--- config.mk ---
export PLATFORM = sky130hd
export DESIGN_NAME = ads1672_sample_capture_flat
export DESIGN_NICKNAME = d
export VERILOG_FILES = /design/src/rtl/ads1672_pkg.sv /design/src/rtl/ads1672_sample_capture_if.sv /design/src/rtl/sync_fifo_fwft.sv /design/src/rtl/ads1672_sample_capture.sv /design/src/flat_wrapper.sv
export SDC_FILE = /design/constraint.sdc
export NUM_CORES = 1
export LEC_CHECK = 0
export CORE_MARGIN = 2
export CORE_UTILIZATION = 45
export DETAILED_ROUTE_END_ITERATION = 8
export PLACE_DENSITY_LB_ADDON = 0.3
export SLEW_MARGIN = 20
export SYNTH_ARGS = -nofsm -noshare
export SYNTH_HDL_FRONTEND = slang
export SYNTH_SLANG_ARGS = --single-unit
--- constraint.sdc ---
create_clock -name clk -period 3.3 [get_ports clk]
set_input_delay 0.66 -clock clk [delete_from_list [all_inputs] [get_ports clk]]
set_output_delay 0.66 -clock clk [all_outputs]
set_load 0.02 [all_outputs]
--- src/rtl/ads1672_pkg.sv ---
// Shared constants, FSM state type and sign-extension helper for the ADS1672 capture path.
package ads1672_pkg;

    localparam int DATA_WIDTH = 24;

    typedef enum logic [1:0] {
        IDLE,
        CAPTURE,
        DRAIN
    } capture_state_t;

    // Returns bit idx of a two's-complement value whose sign bit sits at msb,
    // replicating the sign for every position above msb.
    function automatic logic sign_extend_bit(input logic [63:0] value, input int msb, input int idx);
        logic [5:0] sel;
        sel = (idx > msb) ? msb[5:0] : idx[5:0];
        return value[sel];
    endfunction

endpackage

--- src/rtl/ads1672_sample_capture_if.sv ---
// Sample input strobe plus valid/ready output stream of the capture block.
interface ads1672_sample_capture_if #(
    parameter int DATA_WIDTH = ads1672_pkg::DATA_WIDTH,
    parameter int OUT_WIDTH  = 32
);
    logic                  s_valid;
    logic [DATA_WIDTH-1:0] s_data;
    logic                  m_valid;
    logic                  m_ready;
    logic [OUT_WIDTH-1:0]  m_data;

    modport master (output s_valid, s_data, m_ready, input m_valid, m_data);
    modport slave  (input s_valid, s_data, m_ready, output m_valid, m_data);
endinterface

--- src/rtl/sync_fifo_fwft.sv ---
// First-word-fall-through FIFO with wrapping pointers and a separate occupancy counter.
module sync_fifo_fwft #(
    parameter int  WIDTH = 32,
    parameter int  DEPTH = 16,
    localparam int PTR_W = $clog2(DEPTH),
    localparam int CNT_W = PTR_W + 1
) (
    input  logic             clk,
    input  logic             rst_n,
    input  logic             i_push,
    input  logic [WIDTH-1:0] i_data,
    input  logic             i_pop,
    input  logic             i_flush,
    output logic [WIDTH-1:0] o_data,
    output logic             o_full,
    output logic             o_empty,
    output logic [CNT_W-1:0] o_count
);
    logic [WIDTH-1:0] r_mem [DEPTH];
    logic [PTR_W-1:0] r_wrPtr;
    logic [PTR_W-1:0] r_rdPtr;
    logic [CNT_W-1:0] r_count;
    logic             w_doPush;
    logic             w_doPop;

    assign o_empty  = (r_count == '0);
    assign o_full   = (r_count == CNT_W'(DEPTH));
    assign w_doPop  = i_pop && !o_empty;
    // A pop in the same cycle frees the slot, so a full FIFO can still accept.
    assign w_doPush = i_push && (!o_full || w_doPop);

    always_ff @(posedge clk or negedge rst_n) begin
        if (!rst_n) begin
            r_wrPtr <= '0;
            r_rdPtr <= '0;
            r_count <= '0;
        end else if (i_flush) begin
            r_wrPtr <= '0;
            r_rdPtr <= '0;
            r_count <= '0;
        end else begin
            if (w_doPush) r_wrPtr <= r_wrPtr + 1'b1;
            if (w_doPop)  r_rdPtr <= r_rdPtr + 1'b1;
            case ({w_doPush, w_doPop})
                2'b10:   r_count <= r_count + 1'b1;
                2'b01:   r_count <= r_count - 1'b1;
                default: r_count <= r_count;
            endcase
        end
    end

    always_ff @(posedge clk) begin
        if (w_doPush && !i_flush) r_mem[r_wrPtr] <= i_data;
    end

    assign o_data  = o_empty ? '0 : r_mem[r_rdPtr];
    assign o_count = r_count;

endmodule

--- src/rtl/ads1672_sample_capture.sv ---
// Captures a window of ADC samples on measure, sign-extends them and streams them out via a FWFT FIFO.
module ads1672_sample_capture #(
    parameter int DATA_WIDTH  = ads1672_pkg::DATA_WIDTH,
    parameter int OUT_WIDTH   = 32,
    parameter int FIFO_DEPTH  = 16,
    parameter int CAPTURE_LEN = 1024,
    parameter int CNT_WIDTH   = $clog2(CAPTURE_LEN + 1)
) (
    input  logic                        clk,
    input  logic                        rst_n,
    input  logic                        measure,
    input  logic                        abort,
    ads1672_sample_capture_if.slave     bus,
    output logic                        busy,
    output logic                        done,
    output logic                        overflow,
    output logic [CNT_WIDTH-1:0]        sample_count
);
    import ads1672_pkg::*;

    localparam int FIFO_CNT_W = $clog2(FIFO_DEPTH) + 1;

    capture_state_t          r_state;
    capture_state_t          w_nextState;
    logic [CNT_WIDTH-1:0]    r_sampleCount;
    logic                    r_overflow;
    logic [OUT_WIDTH-1:0]    w_extData;
    logic [OUT_WIDTH-1:0]    w_fifoData;
    logic [FIFO_CNT_W-1:0]   w_fifoCount;
    logic                    w_fifoFull;
    logic                    w_fifoEmpty;
    logic                    w_start;
    logic                    w_capSample;
    logic                    w_lastSample;
    logic                    w_push;
    logic                    w_pop;
    logic                    w_flush;

    // Abort outranks everything, so it masks both window start and sample capture.
    assign w_pop        = !w_fifoEmpty && bus.m_ready;
    assign w_start      = (r_state == IDLE) && measure && !abort;
    assign w_capSample  = (r_state == CAPTURE) && bus.s_valid && !abort;
    assign w_push       = w_capSample && (!w_fifoFull || w_pop);
    assign w_flush      = abort || w_start;
    assign w_lastSample = w_capSample && ((r_sampleCount + 1'b1) == CNT_WIDTH'(CAPTURE_LEN));

    always_comb begin
        w_extData = '0;
        for (int i = 0; i < OUT_WIDTH; i++) begin
            w_extData[i] = sign_extend_bit(64'(bus.s_data), DATA_WIDTH - 1, i);
        end
    end

    sync_fifo_fwft #(
        .WIDTH (OUT_WIDTH),
        .DEPTH (FIFO_DEPTH)
    ) u_fifo (
        .clk     (clk),
        .rst_n   (rst_n),
        .i_push  (w_push),
        .i_data  (w_extData),
        .i_pop   (w_pop),
        .i_flush (w_flush),
        .o_data  (w_fifoData),
        .o_full  (w_fifoFull),
        .o_empty (w_fifoEmpty),
        .o_count (w_fifoCount)
    );

    always_comb begin
        assert (w_fifoCount <= FIFO_CNT_W'(FIFO_DEPTH));
    end

    always_ff @(posedge clk or negedge rst_n) begin
        if (!rst_n) r_state <= IDLE;
        else        r_state <= w_nextState;
    end

    always_comb begin
        w_nextState = r_state;
        if (abort) begin
            w_nextState = IDLE;
        end else begin
            case (r_state)
                IDLE:    if (measure)      w_nextState = CAPTURE;
                CAPTURE: if (w_lastSample) w_nextState = DRAIN;
                DRAIN:   if (w_fifoEmpty)  w_nextState = IDLE;
                default:                   w_nextState = IDLE;
            endcase
        end
    end

    always_comb begin
        busy = (r_state != IDLE);
        done = (r_state == DRAIN) && w_fifoEmpty && !abort;
    end

    // Dropped samples still count toward the window length.
    always_ff @(posedge clk or negedge rst_n) begin
        if (!rst_n) begin
            r_sampleCount <= '0;
            r_overflow    <= 1'b0;
        end else if (w_start) begin
            r_sampleCount <= '0;
            r_overflow    <= 1'b0;
        end else if (w_capSample) begin
            r_sampleCount <= r_sampleCount + 1'b1;
            if (!w_push) r_overflow <= 1'b1;
        end
    end

    assign bus.m_valid  = !w_fifoEmpty;
    assign bus.m_data   = w_fifoData;
    assign overflow     = r_overflow;
    assign sample_count = r_sampleCount;

endmodule

--- src/flat_wrapper.sv ---
// flat-port wrapper written by rule: the top's interface ports become plain ports
module ads1672_sample_capture_flat import ads1672_pkg::*;
#(
    parameter int DATA_WIDTH  = ads1672_pkg::DATA_WIDTH,
    parameter int OUT_WIDTH   = 32,
    parameter int FIFO_DEPTH  = 16,
    parameter int CAPTURE_LEN = 1024,
    parameter int CNT_WIDTH   = $clog2(CAPTURE_LEN + 1)
)
  (clk, rst_n, measure, abort, busy, done, overflow, sample_count, bus_s_valid, bus_s_data, bus_m_ready, bus_m_valid, bus_m_data);
  ads1672_sample_capture_if #(.DATA_WIDTH(DATA_WIDTH), .OUT_WIDTH(OUT_WIDTH)) bus_i ();
  input  logic clk;
  input  logic rst_n;
  input  logic measure;
  input  logic abort;
  output logic busy;
  output logic done;
  output logic overflow;
  output logic [CNT_WIDTH-1:0] sample_count;
  input wire logic [$bits(bus_i.s_valid)-1:0] bus_s_valid;
  input wire logic [$bits(bus_i.s_data)-1:0] bus_s_data;
  input wire logic [$bits(bus_i.m_ready)-1:0] bus_m_ready;
  output wire logic [$bits(bus_i.m_valid)-1:0] bus_m_valid;
  output wire logic [$bits(bus_i.m_data)-1:0] bus_m_data;
  assign bus_i.s_valid = bus_s_valid;
  assign bus_i.s_data = bus_s_data;
  assign bus_i.m_ready = bus_m_ready;
  assign bus_m_valid = bus_i.m_valid;
  assign bus_m_data = bus_i.m_data;
  ads1672_sample_capture #(.DATA_WIDTH(DATA_WIDTH), .OUT_WIDTH(OUT_WIDTH), .FIFO_DEPTH(FIFO_DEPTH), .CAPTURE_LEN(CAPTURE_LEN), .CNT_WIDTH(CNT_WIDTH)) u_core (.clk(clk), .rst_n(rst_n), .measure(measure), .abort(abort), .bus(bus_i), .busy(busy), .done(done), .overflow(overflow), .sample_count(sample_count));
endmodule
==> results of run 1 <==
-- registers in the layout (all words and copies together), names as in the netlist --
name	count
u_core.r_state	2
u_core.u_fifo.r_rdPtr	4
u_core.u_fifo.r_mem	384
u_core.u_fifo.o_count	5
u_core.u_fifo.r_wrPtr	4
u_core.overflow	1
u_core.sample_count	11
-- routing by layer --
layer / track usage / share of wire / vias to the layer above
li1: - / - / 3519
met1: 0.271 / 0.43 / 4298
met2: 0.324 / 0.50 / 259
met3: 0.0295 / 0.055 / 47
met4: 0.0512 / 0.019 / 0
met5: 0 / 0 / -
-- what timing repair did --
item	4_1_cts	5_1_grt
gates resized for setup	224	11
buffers inserted	21	1
hold buffers	0	0
endpoints found under the setup margin	33	32
gates cloned	10	1
pin swaps	2	0
endpoints found under the hold margin	0	0
-- stage by stage --
stage                     TNS (ns)  power (mW)   util  instance area, sq um
after floorplan                  0        7.62      -                 16400
after global placement           0        8.56  0.499                 18100
after detailed placement         0        8.58  0.499                 18100
after CTS                    -2.40        13.9  0.554                 20100
after global routing         -3.40        14.3  0.554                 20100
final                        -1.90        13.8  0.554                 20100
-- power by group through the flow --
stage	Clock [mW]	Combinational [mW]	Sequential, mW
finish	4.64	3.33	5.82
CTS	4.73	3.34	5.82
global placement	0	2.63	5.93
detailed placement	0	2.65	5.93
floorplan	0	1.72	5.90
global route	4.92	3.55	5.82
-- path summary, 6_finish.rpt --
| kind | slack [ns] | endpoint | start |
|---|---|---|---|
| hold reg to reg | 0.55 | u_core.sample_count[10]$_DFFE_PN0P_ | u_core.sample_count[10]$_DFFE_PN0P_ |
| hold / removal | 0.51 | u_core.sample_count[6]$_DFFE_PN0P_ | rst_n |
| min in group clk | 0.55 | u_core.sample_count[10]$_DFFE_PN0P_ | u_core.sample_count[10]$_DFFE_PN0P_ |
| setup / recovery | -0.11 | bus_m_data[30] | u_core.u_fifo.r_rdPtr[0]$_DFFE_PN0P_ |
| setup reg to reg | 0.73 | u_core.u_fifo.o_count[2]$_DFFE_PN0P_ | u_core.u_fifo.o_count[1]$_DFFE_PN0P_ |
| max in group asynchronous | 2.49 | u_core.u_fifo.r_rdPtr[0]$_DFFE_PN0P_ | rst_n |
-- cell type report --
cell class / count / area (sq um)
Clock inverter: 26 / 260
Timing Repair Buffer: 155 / 1910
Tap cell: 468 / 586
Clock buffer: 52 / 1110
Inverter: 6 / 22.5
Multi-Input combinational cell: 313 / 3980
Sequential cell: 411 / 12200
Fill cell: 2722 / 16200
Antenna cell: 1 / 2.50
-- cells by family (layout without fill, tap and decap cells) --
kind of cell / Yosys count / in the layout / synth area share
buf+inv: 55 / 239 / 0.0194
xor+xnor: 9 / 9 / 0.00479
fa+ha+maj: 9 / 9 / 0.00685
flops: 411 / 411 / 0.742
compound gates: 51 / 51 / 0.0213
other cells: 0 / 1 / 0
mux: 122 / 122 / 0.166
simple gates: 121 / 122 / 0.0393
-- worst max-delay path, cell delays in order (launching register included) --
cell	delay, ns
dfrtp_4	0.46
buf_8	0.18
buf_4	0.14
mux4_2	0.51
mux4_2	0.55
and2_4	0.22
buf_6	0.13
-- cell usage after synthesis, types with 2 or more instances --
cell        n
buf_1       3
buf_2      12
o21ai_0    19
o31ai_1     6
buf_4       9
a31o_2      2
and3_1      8
buf_6       2
nor2_1     27
inv_1       6
ha_1        9
buf_12      3
nand2b_1    2
a21oi_1     5
mux4_2    120
nand3_1     4
nand4_1     5
dfrtp_1    27
nor3_1      6
xnor2_1     3
and4_1      4
o21ai_1     2
a31oi_1     5
and2_1     35
o22ai_1     2
nand2_1    23
edfxtp_1  384
clkbuf_1   20
xor2_1      6
==> results.sh, run 1 <==
export IMPL_cts_htree_levels=2
export IMPL_synth_edf_count=384
export IMPL_violations="setup timing"
export IMPL_tightest_slew_ns=0.595
export IMPL_intPower_mw=10.2
export IMPL_cts_clk_slew_worst_paths_ns=0.06
export IMPL_period_needed_ns=3.41
export IMPL_p_leak_nw=6.57
export IMPL_ir_drop_mv=0.525
export IMPL_switching_power_mw=3.55
export IMPL_drtIter0Drc=660
export IMPL_ys_types=48
export IMPL_cts_tree="done"
export IMPL_vias=8123
export IMPL_drt_total_wl_mm=36.3
export IMPL_area_growth_pct=22.2
export IMPL_clock_power_share=0.336
export IMPL_cp_required_ns=2.64
export IMPL_drtPass1Iterations=7
export IMPL_yosysWarnings=0
export IMPL_reg2regPathDepth=9
export IMPL_fin_nets=969
export IMPL_numCtsBuffers=43
export IMPL_via_per_inst=5.67
export IMPL_synth_top_area_cell="edfxtp_1"
export IMPL_yosysSeqAreaShare=0.742
export IMPL_antenna_found_initial=1
export IMPL_insertion_delay_ns=0.56
export IMPL_holdWs_ns=0.507
export IMPL_worst_setup_path_type="register to primary output"
export IMPL_stdcell_count=1432
export IMPL_synth_area_leaders="edfxtp_1 70%, mux4_2 16%, dfrtp_1 4.1%"
export IMPL_io_buffer_count=76
export IMPL_root_buffer="clkbuf_16"
export IMPL_p_sw_frac=0.258
export IMPL_numClockSinks=411
export IMPL_mostFrequentLayoutCells="384 x edfxtp_1, 120 x mux4_2, 44 x clkbuf_16"
export IMPL_fin_ws_ns=-0.109
export IMPL_drv_slew=0
export IMPL_pin_count=77
export IMPL_powerDensity_mw_per_mm2=686
export IMPL_layout_commonest_cell="edfxtp_1"
export IMPL_fmax_ghz=0.293
export IMPL_drc=0
export IMPL_grt_pass1_vias=8428
export IMPL_die_area_sq_mm=0.0381
export IMPL_outcome="complete, but fails checks"
export IMPL_pwr_share_seq=0.422
export IMPL_ant_nets=0
export IMPL_fin_worst_skew_ns=0.0338
export IMPL_row_count=70
export IMPL_cts_buffer_depth=3
export IMPL_drive_above_1_share=0.340
export IMPL_hold_viol=0
export IMPL_fin_crit_sh=1.03
export IMPL_die_h_um=195
export IMPL_start_util=0.453
export IMPL_ys_seq_elements=411
export IMPL_avgSynthCellArea_sq_um=21.1
export IMPL_synthArstFlopShare=0.0657
export IMPL_hold_class="primary input to asynchronous set/reset pin"
export IMPL_cp_arrival_ns=2.75
export IMPL_max_slew_margin=0.602
export IMPL_grt_pass1_wl_mm=54.2
export IMPL_cp_end_kind="primary output"
export IMPL_grt_max_degree=38
export IMPL_synthesis_nets=817
export IMPL_avgRoutedWirePerCell_um=25.3
export IMPL_dp_hpwl_mm=19.6
export IMPL_gr_usage_all_layers=0.194
export IMPL_grt_ovfl_total=0
export IMPL_synth_area_sq_mm=0.0164
export IMPL_synth_top_cell_area_share=0.701
export IMPL_post_place_ws_ns=0.0466
export IMPL_grt_setup_unrepaired="yes"
export IMPL_synthFlopType="edfxtp_1"
export IMPL_gp_congestion=0.754
export IMPL_drv_cap=0
export IMPL_p_comb_frac=0.242
export IMPL_critPathLaunchType="register"
export IMPL_core_area_sq_mm=0.0363
export IMPL_crit_fanout=5
export IMPL_synth_cells=778
export IMPL_setup_viol=26
export IMPL_dieWidth_um=195
export IMPL_dp_cells=1322
(Power assumes the default switching activity.)
==> inputs of run 2 (changes only) <==
CAP_MARGIN = 20   (was not set)
==> results of run 2 <==
Same layout as run 1: the final DEF is identical, and so are final timing and power.
